### src/rtl/sevseg_scan_decoder.sv
// Loopback monitor for a multiplexed seven-segment display: waits for each
// anode dwell to settle, decodes the cathode glyph and assembles the digits.
module sevseg_scan_decoder #(
    parameter int unsigned NUM_DIGITS    = 4,
    parameter int unsigned STABLE_CYCLES = 16
) (
    input  logic                      clk,
    input  logic                      rst_n,
    input  logic [NUM_DIGITS-1:0]     an,
    input  logic [6:0]                ca,
    output logic [4*NUM_DIGITS-1:0]   value,
    output logic [NUM_DIGITS-1:0]     digit_valid,
    output logic [NUM_DIGITS-1:0]     invalid,
    output logic                      frame_done
);

    localparam int unsigned CW      = $clog2(STABLE_CYCLES);
    localparam logic [CW-1:0] CNT_MAX = CW'(STABLE_CYCLES - 1);
    localparam logic [6:0]    BLANK   = 7'h7F;

    typedef enum logic [1:0] {
        IDLE     = 2'd0,
        DWELL    = 2'd1,
        CAPTURED = 2'd2
    } state_e;

    state_e                    state_q, state_d;
    logic [NUM_DIGITS-1:0]     s_an_q, s_an_d;
    logic [6:0]                s_ca_q, s_ca_d;
    logic [CW-1:0]             cnt_q, cnt_d;
    logic [NUM_DIGITS-1:0]     seen_q, seen_d;
    logic [4*NUM_DIGITS-1:0]   value_q, value_d;
    logic [NUM_DIGITS-1:0]     digit_valid_q, digit_valid_d;
    logic [NUM_DIGITS-1:0]     invalid_q, invalid_d;
    logic                      frame_done_q, frame_done_d;

    logic                      changed_c;
    logic                      an_one_hot_c;
    logic                      capture_c;
    logic [NUM_DIGITS-1:0]     sel_c;
    logic [NUM_DIGITS-1:0]     seen_all_c;
    logic                      glyph_hit_c;
    logic [3:0]                glyph_nib_c;

    // Cathode glyph -> {hit, nibble}; bit order {CA..CG}, active-low.
    function automatic logic [4:0] decode_glyph(input logic [6:0] c);
        logic [4:0] r;
        unique case (c)
            7'b0000001: r = {1'b1, 4'h0};
            7'b1001111: r = {1'b1, 4'h1};
            7'b0010010: r = {1'b1, 4'h2};
            7'b0000110: r = {1'b1, 4'h3};
            7'b1001100: r = {1'b1, 4'h4};
            7'b0100100: r = {1'b1, 4'h5};
            7'b0100000: r = {1'b1, 4'h6};
            7'b0001111: r = {1'b1, 4'h7};
            7'b0000000: r = {1'b1, 4'h8};
            7'b0000100: r = {1'b1, 4'h9};
            7'b0001000: r = {1'b1, 4'hA};
            7'b1100000: r = {1'b1, 4'hB};
            7'b0110001: r = {1'b1, 4'hC};
            7'b1000010: r = {1'b1, 4'hD};
            7'b0110000: r = {1'b1, 4'hE};
            7'b0111000: r = {1'b1, 4'hF};
            default:    r = 5'b0_0000;
        endcase
        return r;
    endfunction

    assign changed_c    = (an != s_an_q) || (ca != s_ca_q);
    assign an_one_hot_c = ($countones(~an) == 1);
    assign capture_c    = (state_q == DWELL) && !changed_c && (cnt_q == CNT_MAX);
    assign sel_c        = ~s_an_q;
    assign seen_all_c   = seen_q | sel_c;
    assign {glyph_hit_c, glyph_nib_c} = decode_glyph(s_ca_q);

    // State and datapath registers.
    always_ff @(posedge clk) begin
        if (!rst_n) begin
            state_q       <= IDLE;
            s_an_q        <= '1;
            s_ca_q        <= BLANK;
            cnt_q         <= '0;
            seen_q        <= '0;
            value_q       <= '0;
            digit_valid_q <= '0;
            invalid_q     <= '0;
            frame_done_q  <= 1'b0;
        end else begin
            state_q       <= state_d;
            s_an_q        <= s_an_d;
            s_ca_q        <= s_ca_d;
            cnt_q         <= cnt_d;
            seen_q        <= seen_d;
            value_q       <= value_d;
            digit_valid_q <= digit_valid_d;
            invalid_q     <= invalid_d;
            frame_done_q  <= frame_done_d;
        end
    end

    // Next-state logic.
    always_comb begin
        state_d = state_q;
        unique case (state_q)
            IDLE, CAPTURED: begin
                if (changed_c) state_d = an_one_hot_c ? DWELL : IDLE;
            end
            DWELL: begin
                if (changed_c)              state_d = an_one_hot_c ? DWELL : IDLE;
                else if (cnt_q == CNT_MAX)  state_d = CAPTURED;
            end
            default: state_d = IDLE;
        endcase
    end

    // Input sampling, dwell counter and capture outputs.
    always_comb begin
        s_an_d        = an;
        s_ca_d        = ca;
        cnt_d         = cnt_q;
        seen_d        = seen_q;
        value_d       = value_q;
        digit_valid_d = digit_valid_q;
        invalid_d     = invalid_q;
        frame_done_d  = 1'b0;

        if (changed_c)             cnt_d = '0;
        else if (cnt_q != CNT_MAX) cnt_d = cnt_q + CW'(1);

        if (capture_c) begin
            for (int i = 0; i < int'(NUM_DIGITS); i++) begin
                if (sel_c[i]) begin
                    if (glyph_hit_c) begin
                        value_d[4*i +: 4] = glyph_nib_c;
                        digit_valid_d[i]  = 1'b1;
                        invalid_d[i]      = 1'b0;
                    end else begin
                        digit_valid_d[i]  = 1'b0;
                        invalid_d[i]      = (s_ca_q != BLANK);
                    end
                end
            end
            if (&seen_all_c) begin
                frame_done_d = 1'b1;
                seen_d       = '0;
            end else begin
                seen_d       = seen_all_c;
            end
        end
    end

    assign value       = value_q;
    assign digit_valid = digit_valid_q;
    assign invalid     = invalid_q;
    assign frame_done  = frame_done_q;

endmodule

### config.mk
export PLATFORM = sky130hd
export DESIGN_NAME = sevseg_scan_decoder
export DESIGN_NICKNAME = d
export VERILOG_FILES = /design/src/rtl/sevseg_scan_decoder.sv
export SDC_FILE = /design/constraint.sdc
export NUM_CORES = 1
export LEC_CHECK = 0
export BUFFER_PORTS_ARGS = -buffer_cell sky130_fd_sc_hd__buf_2
export CAP_MARGIN = 20
export CELL_PAD_IN_SITES_DETAIL_PLACEMENT = 0
export CELL_PAD_IN_SITES_GLOBAL_PLACEMENT = 2
export CORE_MARGIN = 2
export CORE_UTILIZATION = 30
export DETAILED_ROUTE_END_ITERATION = 8
export MAX_ROUTING_LAYER = met4
export PLACE_DENSITY_LB_ADDON = 0.1
export SLEW_MARGIN = 20
export SYNTH_ARGS = -nofsm -noshare
export SYNTH_HDL_FRONTEND = slang
export SYNTH_SLANG_ARGS = --single-unit
### constraint.sdc
create_clock -name clk -period 6 [get_ports clk]
set_input_delay 1.2 -clock clk [delete_from_list [all_inputs] [get_ports clk]]
set_output_delay 1.2 -clock clk [all_outputs]
set_load 0.05 [all_outputs]
==> results of run 1 <==
## power breakdown
| part | switching (mW) | internal [mW] |
|---|---|---|
| logic | 0.0269 | 0.0205 |
| registers | 0.0149 | 0.310 |
| clock network | 0.107 | 0.125 |
| total | 0.149 | 0.455 |
## stage by stage
step | setup WS, ns | cell area [sq um] | util [%] | power [mW]
after CTS | 3.186 | 2738 | 35.43 | 0.6166
after global routing | 3.070 | 2738 | 35.43 | 0.6335
final | 3.197 | 2738 | 35.43 | 0.6042
after floorplan | 3.339 | 2404 | - | 0.3650
after global placement | 2.928 | 2631 | 34.05 | 0.3806
after detailed placement | 2.856 | 2631 | 34.05 | 0.3801
## area by class of cell
class                      count  area share [%]
inverter                       9           1.234
multi-input combinational    184           49.82
sequential                    46           33.64
clock buffer                   7           2.788
clock inverter                 1           1.097
timing repair buffer          37           6.764
tap                          102           4.662
## layout by cell type (no fill, tap or decap), drive strengths merged, types with 6 or more instances in the layout
master	count
dfxtp	46
buf	37
nand2	33
nand2b	16
mux2i	16
nor2	15
xor2	12
inv	9
o21a	7
o22ai	7
clkbuf	7
a311oi	6
## cells by family (layout without fill, tap and decap cells)
family / Yosys count / in the layout / synth area share [%]
adder cells (fa/ha/maj): 4 / 4 / 2.395
flip-flops: 46 / 46 / 38.31
AO/OA/AOI/OAI: 50 / 50 / 18.06
XOR/XNOR: 14 / 14 / 5.102
multiplexers: 16 / 16 / 6.663
AND/OR/NAND/NOR: 100 / 100 / 24.52
buffers and inverters: 27 / 54 / 4.945
## worst max path at each step
stage / slack (ns) / end
after floorplan: 3.34 / seen_q[0]
after global placement: 2.93 / value[12]
after detailed placement: 2.86 / value[9]
after CTS: 3.19 / value[9]
after global routing: 3.07 / value[9]
final: 3.20 / value[12]
## registers in the layout (all words and copies together) (netlist names)
| register | cells |
|---|---|
| cnt_q | 4 |
| state_q | 2 |
| digit_valid | 4 |
| s_ca_q | 7 |
| s_an_q | 4 |
| value | 16 |
| frame_done | 1 |
| seen_q | 4 |
| invalid | 4 |
## tightest hold or removal path, delay by kind of cell (launching register included)
kind	cells	cell delay, ns
AO/OA/AOI/OAI	1	0.04
buffers and inverters	1	0.05
flip-flops	1	0.32
## layer usage
metal  up-vias  track usage, %  routed length (um)
li1        954               -                   -
met1       896           21.05                3054
met2        37           22.48                2636
met3         5           3.062                 237
met4         0           3.309                  62
met5         -               -                   0
==> metrics.md, run 1 <==
| Metric | Value |
|---|---|
| Status | `finished clean` |
| Post-CTS setup buffer count | `0` |
| Post-route insts no fill | `386` |
| Die height | `93.51 um` |
| Number of max-cap violations | `0` |
| Setup CP Type | `primary input to flip-flop` |
| Power per Cell Area | `220.7 nW/um^2` |
| Placed cells | `378` |
| Setup TNS | `0 ns` |
| Seq cells post-synth | `46` |
| CP max-delay cell | `a311oi_2` |
| Async set or reset register ratio after synthesis | `0%` |
| Final count of negative-setup-slack endpoints | `0` |
| TritonCTS clock tree | `yes` |
| LEAKAGE | `1.109 nW` |
| Achievable Freq | `356.8 MHz` |
| Filler Cells Inserted | `811` |
| Die Wd | `93.51 um` |
| Initial Util | `31.10%` |
| Hold slack | `0.4457 ns` |
| Clock latency at the later pin of the worst-skew pair | `0.30 ns` |
| GRT overflow | `0` |
| Initial DRC count | `57` |
| Vias in the first global route | `1841` |
| Terminus of the critical flop-to-flop path | `value[12]` |
| Sequential element share of the synthesized area | `38.31%` |
| DRT Pass-1 Iters | `4` |
| Detail Placement HPWL | `4.258 mm` |
| Clock sink count | `46` |
| GP Congestion | `0.7034` |
| Synth Cell Area | `2404 sq um` |
| Final Hold Fails | `0` |
| Mapped Avg Cell Area | `9.352 sq um` |
| # IOs | `38` |
| Required time worst endpoint | `6.23 ns` |
| Worst EP arrival | `3.03 ns` |
| Via count | `1892` |
| Syn Inst Count | `257` |
| Worst Hold Endpoint | `seen_q[1]` |
| # resized after CTS | `0` |
| Hold_sp | `seen_q[1]` |
| Max IR drop VDD | `0.00009482 V` |
| ANT nets after route | `0` |
| Core box area | `7727 sq um` |
| Share of cells above drive strength 1 | `20.42%` |
| Worst path cell trace | `buf_2 -> xor2_1 -> nor4_4 -> nand4_2 -> a311oi_2 -> mux2i_1` |
| Post-synth EDFFs | `0` |
| Slew Limit Headroom | `46.81%` |
| Crit. path cell count | `6` |
| Top cells by count, synth | `dfxtp_1, nand2_1, mux2i_1, nand2b_1, nor2_1` |
| Register area | `920.9 sq um` |
| Clk buf depth | `2` |
| Ys Warns | `0` |
| Nets | `300` |
| Max Clock Skew | `0.01167 ns` |
| Port Buffers | `37` |
| Top delay family on crit path | `simple AND/OR/NAND/NOR gates` |
| Pin count of the biggest net entering global routing | `44` |
| RSZ-0062 raised after global routing | `no` |
| Worst reg-to-reg path cell count | `5` |
| H-tree Lvls | `2` |
| Most used DFF post-synth | `dfxtp_1` |
| Number of remaining DRC errors | `0` |
| Post-synthesis cell type count | `57` |
| Final WL | `5.991 mm` |
| First-pass GRT wire length | `10.01 mm` |
| Mapped Nets | `274` |
| Crit path buf inv count | `1` |
| Layout area overhead | `13.90%` |
| Detailed-route vias per instance | `4.902` |
| R2r startpoint | `s_ca_q[2]` |
| Slew Viols, Final | `0` |
| Clk slew on worst S/H paths | `0.09 ns` |
| GRT Util Overall | `15.05%` |
| Num CTS Buffers | `5` |
| Crit path largest cell delay | `0.51 ns` |
| DR WL/cell | `15.52 um` |
| R2r setup slk | `3.44 ns` |
| Full die area | `8744 sq um` |
| Area of the multi-input gates | `1364 sq um` |
| Min cycle time layout | `2.803 ns` |
| Yosys top cell by area | `dfxtp_1` |
| Area contributors post-synth | `dfxtp_1, mux2i_1, nand2_1` |
| Std cell rows | `32` |
| Post-synth top area share | `38.31%` |
| Antenna fix cells | `0` |
| Fin crit share | `46.72%` |
| Initial antenna violation count | `0` |
| Crit start category | `primary input` |
| CP Capture Type | `flip-flop` |
| Least-Margin Pin Slew | `0.7979 ns` |
| Worst Hold Depth | `2` |
| Root buf cell | `clkbuf_8` |
| Crit-path max FO | `12` |
| Hold Buf Count CTS | `0` |
| Count leader, synth | `dfxtp_1` |
| Critical Path Start | `an[2]` |
| Worst hold path type | `flip-flop to flip-flop` |
(Power assumes the default switching activity.)
==> run 2: changes to the inputs <==
clock period = 2.54 ns   (was 6 ns; I/O delays follow)
==> run 2 against run 1 <==
Effect of this change: global-route usage rose by 0.23 points; non-clock buffer count rose by 11; final cell count rose by 2.8%; cell area rose by 2.7%; clock-buffer cell count fell by 1; clock power rose by 120%; utilization rose by 0.97 points; sequential share of layout area fell by 0.90 points; routed wire length rose by 0.58%; power rose by 130%; setup slack got worse by 2.9 ns; sequential power rose by 130%; critical path type is now flip-flop to flip-flop; largest power group unchanged.
==> metrics.md, run 2 (synthesis results as in run 1) <==
| Metric | Value |
|---|---|
| Crit path buf inv count | `0 (-1)` |
| Most frequent cells in the layout | `dfxtp_1, buf_2, nand2_1` |
| Number of max-cap violations | `0 (unchanged)` |
| Slew Viols, Final | `0 (unchanged)` |
| Crit-path max FO | `14 (+2)` |
| Via count | `1964 (+3.8%)` |
| Detailed-route vias per instance | `4.947 (+0.93%)` |
| Initial Util | `31.10% (unchanged)` |
| Vias in the first global route | `1911 (+3.8%)` |
| Num CTS Buffers | `5 (unchanged)` |
| Core box area | `7727 sq um (unchanged)` |
| LEAKAGE | `1.155 nW (+4.1%)` |
| Filler Cells Inserted | `816 (+0.62%)` |
| Setup TNS | `0 ns (unchanged)` |
| Full die area | `8744 sq um (unchanged)` |
| GRT overflow | `0 (unchanged)` |
| TritonCTS clock tree | `yes` |
| Fin crit share | `88.98%` |
| H-tree Lvls | `2 (unchanged)` |
| Achievable Freq | `442.5 MHz` |
| Clk slew on worst S/H paths | `0.10 ns (about the same)` |
| Placed Area | `2714 sq um (+3.1%)` |
| Worst EP arrival | `2.51 ns (-0.52 ns)` |
| Clk buf depth | `2 (unchanged)` |
| Nets | `311 (+3.7%)` |
| Die height | `93.51 um (unchanged)` |
| Power per Cell Area | `493.4 nW/um^2 (+120%)` |
| Max Clock Skew | `0.01093 ns (-0.0007421 ns)` |
| Crit path largest cell delay | `0.64 ns (+0.13 ns)` |
| CP Capture Type | `flip-flop` |
| RSZ-0062 raised after global routing | `no` |
| GP Congestion | `0.8216 (+17%)` |
| Area of the multi-input gates | `1364 sq um (unchanged)` |
| GRT Util Overall | `15.28% (+0.23 points)` |
| Worst path cell trace | `xor2_1 -> nor4_4 -> nand4_2 -> a311oi_2 -> mux2i_1` |
| Layout area overhead | `17.02%` |
| Port Buffers | `37 (unchanged)` |
| First-pass GRT wire length | `10.03 mm (+0.14%)` |
| ANT nets after route | `0 (unchanged)` |
| Register area | `920.9 sq um (unchanged)` |
| Max IR drop VDD | `0.0001746 V (+84%)` |
| Initial DRC count | `42 (-26%)` |
| Commonest non-fill, non-tap cell in the layout | `dfxtp_1` |
| Crit start category | `flip-flop` |
| Clock sink count | `46 (unchanged)` |
| Root buf cell | `clkbuf_8` |
| Design area | `2813 sq um (+2.7%)` |
| Min cycle time layout | `2.260 ns` |
| Hold Buf Count CTS | `0 (unchanged)` |
| DR WL/cell | `15.18 um (-2.2%)` |
| Std cell rows | `32 (unchanged)` |
| Detail Placement HPWL | `4.473 mm (+5.1%)` |
| Final count of negative-setup-slack endpoints | `0 (unchanged)` |
| Post-place setup slack | `0.2535 ns (-2.603 ns)` |
| Top delay family on crit path | `simple AND/OR/NAND/NOR gates` |
| Pin count of the biggest net entering global routing | `21 (-52%)` |
| Hold slack | `0.4088 ns (-0.03688 ns)` |
| Core Util, Final | `36.40% (+0.97 points)` |
| Setup CP Type | `flip-flop to flip-flop` |
| Die Wd | `93.51 um (unchanged)` |
| CP max-delay cell | `dfxtp_1` |
| Initial antenna violation count | `0 (unchanged)` |
| Worst hold path type | `primary input to flip-flop` |
| Share of cells above drive strength 1 | `24.07% (+3.6 points)` |
| Final setup margin | `0.2799 ns (-2.917 ns)` |
| Antenna fix cells | `0 (unchanged)` |
| Required time worst endpoint | `2.79 ns (-3.44 ns)` |
| # resized after CTS | `0 (unchanged)` |
| Largest register FFs | `16 (unchanged)` |
| Final Hold Fails | `0 (unchanged)` |
| Post-CTS setup buffer count | `0 (unchanged)` |
| Least-Margin Pin Slew | `0.6933 ns (-0.1046 ns)` |
| Final WL | `6.026 mm (+0.58%)` |
| # IOs | `38 (unchanged)` |
| Slew Limit Headroom | `53.78% (+7.0 points)` |
| Status | `finished clean` |
| DRT Pass-1 Iters | `4 (unchanged)` |
| Number of remaining DRC errors | `0 (unchanged)` |
| Clock latency at the later pin of the worst-skew pair | `0.31 ns (about the same)` |
==> run 2: cell types whose count changed in the layout (fill, tap and decap cells not counted), sizes merged <==
cell	change
buf	+11
inv	+1
bufinv	-1
clkinvlp	+1
clkbuf	-1
==> run 2: worst paths after layout <==
path	from	to	slack, ns	cells after the start
worst max-delay path	s_ca_q[3]	value[13]	0.28	5
worst min-delay path	ca[4]	s_ca_q[4]	0.41	2
worst max register to register	s_ca_q[3]	value[13]	0.28	5
worst min register to register	seen_q[0]	seen_q[0]	0.45	2
==> run 2: final cells by class <==
| cell class | instances | area share, % |
|---|---|---|
| multi-input combinational | 184 | 48.49 |
| inverter | 9 | 1.201 |
| clock buffer | 6 | 2.936 |
| sequential | 46 | 32.74 |
| tap | 102 | 4.537 |
| timing repair buffer | 48 | 9.520 |
| clock inverter | 2 | 0.5783 |
==> run 2: where the power goes <==
group	internal (mW)	switching, mW	total (mW)
Clock	0.225	0.274	0.499
Sequential	0.732	0.0272	0.759
Combinational	0.0564	0.0737	0.130
==> run 2: metal layers <==
metal  routed length [um]  track usage, %  share of wire, %  up-vias
met3                  216           3.223               3.6        9
met4                   64           4.289               1.1        0
met2                 2630           22.18                44       40
met1                 3115           21.45                52      933
li1                     -               -                 -      982
met5                    0               -                 0        -
==> run 2: metrics by stage <==
| stage | instances | power [mW] |
|---|---|---|
| 3_5_place_dp | 389 | 0.9069 |
| 6_report | 397 | 1.388 |
| 4_1_cts | 397 | 1.403 |
| 5_1_grt | 397 | 1.448 |
| 3_3_place_gp | 389 | 0.9086 |
| 2_1_floorplan | 257 | 0.8623 |
==> run 3: changes to the inputs <==
GPL_TIMING_DRIVEN = 0   (was default)
clock period = 2 ns   (was 2.54 ns; I/O delays follow)
==> run 3 against run 2 <==
Effect of this change: global-route usage up 0.19 points; fmax up 13%; die area unchanged; critical path type unchanged; largest power group unchanged; highest routed layer unchanged.
==> metrics.md, run 3 (synthesis results as in run 1) <==
| Metric | Value |
|---|---|
| Layout area overhead | `31.44%` |
| Worst reg-to-reg path cell count | `8 (+3)` |
| Worst Setup EP | `value[4]` |
| Min cycle time layout | `1.997 ns (-0.2628 ns)` |
| Slew Limit Headroom | `59.79% (+6.0 points)` |
| Die height | `93.51 um (unchanged)` |
| Most frequent cells in the layout | `buf_2, dfxtp_1, nand2_1` |
| Terminus of the critical flop-to-flop path | `value[4]` |
| ANT nets after route | `0 (unchanged)` |
| Initial DRC count | `46 (+9.5%)` |
| Final count of negative-setup-slack endpoints | `0 (unchanged)` |
| Share of cells above drive strength 1 | `34.38% (+10 points)` |
| R2r setup slk | `0.003 ns (-0.28 ns)` |
| GRT overflow | `0 (unchanged)` |
| Die Wd | `93.51 um (unchanged)` |
| H-tree Lvls | `2 (unchanged)` |
| # IOs | `38 (unchanged)` |
| Clock sink count | `46 (unchanged)` |
| Max IR drop VDD | `0.0002700 V (+55%)` |
| DR WL/cell | `15.54 um (+2.4%)` |
| DRT Pass-1 Iters | `4 (unchanged)` |
| Top sig layer | `met4` |
| Root buf cell | `clkbuf_8` |
| Worst hold path type | `primary input to flip-flop` |
| Worst EP arrival | `2.23 ns (-0.28 ns)` |
| Setup TNS | `0 ns (unchanged)` |
| Number of remaining DRC errors | `0 (unchanged)` |
| Met3 WL | `222 um (+2.8%)` |
| Full die area | `8744 sq um (unchanged)` |
| Achievable Freq | `500.7 MHz (+13%)` |
| Vias in the first global route | `1922 (+0.58%)` |
| Port Buffers | `36 (-2.7%)` |
| Max Clock Skew | `0.004585 ns (-0.006341 ns)` |
| Status | `finished clean` |
| CP Capture Type | `flip-flop` |
| Clock latency at the later pin of the worst-skew pair | `0.30 ns (about the same)` |
| Metal1 wirelength | `3.254 mm (+4.5%)` |
| LEAKAGE | `1.298 nW (+12%)` |
| Crit start category | `flip-flop` |
| Std cell rows | `32 (unchanged)` |
| Nets | `333 (+7.1%)` |
| Post-place setup slack | `-0.2572 ns (-0.5108 ns)` |
| Initial Util | `31.10% (unchanged)` |
| Filler Cells Inserted | `812 (-0.49%)` |
| Met2 WL | `2.966 mm (+13%)` |
| Power per Cell Area | `594.8 nW/um^2 (+21%)` |
| Crit-path max FO | `9 (-5)` |
| RSZ-0062 raised after global routing | `yes` |
| Slew Viols, Final | `0 (unchanged)` |
| Clk slew on worst S/H paths | `0.09 ns (about the same)` |
| Clk buf depth | `2 (unchanged)` |
| Largest register FFs | `16 (unchanged)` |
| Num CTS Buffers | `5 (unchanged)` |
| Final setup margin | `0.002665 ns (-0.2772 ns)` |
| GP Congestion | `0.7722 (-6.0%)` |
| Number of max-cap violations | `0 (unchanged)` |
| Antenna fix cells | `0 (unchanged)` |
| First-pass GRT wire length | `10.14 mm (+1.2%)` |
| GRT Util Overall | `15.47% (+0.19 points)` |
| Setup CP Type | `flip-flop to flip-flop` |
| Final Hold Fails | `0 (unchanged)` |
| Pin count of the biggest net entering global routing | `15 (-29%)` |
| Detailed-route vias per instance | `4.912 (-0.72%)` |
| R2r startpoint | `s_ca_q[0]` |
| Least-Margin Pin Slew | `0.6032 ns (-0.09012 ns)` |
| Via count | `2058 (+4.8%)` |
| Required time worst endpoint | `2.23 ns (-0.56 ns)` |
| Detail Placement HPWL | `4.570 mm (+2.2%)` |
| Final WL | `6.513 mm (+8.1%)` |
| Fin crit share | `99.87% (+11 points)` |
| Critical Path Start | `s_ca_q[0]` |
| Area of the multi-input gates | `1513 sq um (+11%)` |
| Register area | `933.4 sq um (+1.4%)` |
| Initial antenna violation count | `0 (unchanged)` |
| Core box area | `7727 sq um (unchanged)` |
| TritonCTS clock tree | `yes` |
-- run 3: cell count changes in the layout (fill, tap and decap cells not counted), sizes merged --
cell,previous run,this run
buf,48,63
inv,10,9
clkbuf,6,13
bufinv,0,1
-- run 3: how the worst min path moves through the flow --
| stage | from | end | slack (ns) | cells past startpoint |
|---|---|---|---|---|
| after CTS | ca[6] | s_ca_q[6] | 0.30 | 2 |
| after global routing | ca[6] | s_ca_q[6] | 0.29 | 2 |
| after detailed placement | seen_q[1] | seen_q[1] | 0.44 | 2 |
| after global placement | seen_q[1] | seen_q[1] | 0.43 | 2 |
| after floorplan | seen_q[0] | seen_q[0] | 0.42 | 2 |
| final | ca[6] | s_ca_q[6] | 0.31 | 2 |
-- run 3: routing by layer --
layer	vias up	track usage (%)
met1	998	21.56
met5	-	-
met4	0	4.044
met2	34	23.08
met3	5	2.901
li1	1021	-
-- run 3: final cells by class --
type	instances	share of cell area, %
Buffer	16	3.485
Clock buffer	6	2.297
Clock inverter	2	1.188
Inverter	9	1.069
Multi-Input combinational cell	184	47.88
Sequential cell	46	29.54
Tap cell	102	4.040
Timing Repair Buffer	54	10.50
-- run 3: repair_timing --
action	CTS	global route
hold buffers	0	0
setup buffers	6	12
pin swaps	10	10
gates resized for setup	23	26
endpoints found under the setup margin	26	26
-- run 3: stage by stage --
| stage | cell area [sq um] | power, mW | cells | hold slack [ns] | utilization (%) |
|---|---|---|---|---|---|
| after floorplan | 2404 | 1.095 | 257 | 0.4245 | - |
| after global placement | 2711 | 1.154 | 395 | 0.4325 | 35.09 |
| after detailed placement | 2711 | 1.153 | 395 | 0.4389 | 35.09 |
| after CTS | 2972 | 1.890 | 408 | 0.2962 | 38.46 |
| after global routing | 3159 | 1.968 | 419 | 0.2950 | 40.88 |
| final | 3159 | 1.879 | 419 | 0.3060 | 40.88 |
-- run 3: report_power, final --
part / internal (mW) / leakage, nW / total [mW] / switching, mW
sequential: 0.930 / 0.373 / 0.951 / 0.0211
combinational: 0.0922 / 0.873 / 0.218 / 0.126
clock: 0.374 / 0.0514 / 0.710 / 0.336
-- run 3: critical path, cell delays in order, from the launching register on --
cell      delay, ns
dfxtp_2        0.34
buf_4          0.13
nor4b_4        0.33
a32oi_1        0.12
o21a_1         0.20
buf_6          0.15
a311oi_4       0.31
buf_6          0.17
mux2i_1        0.17
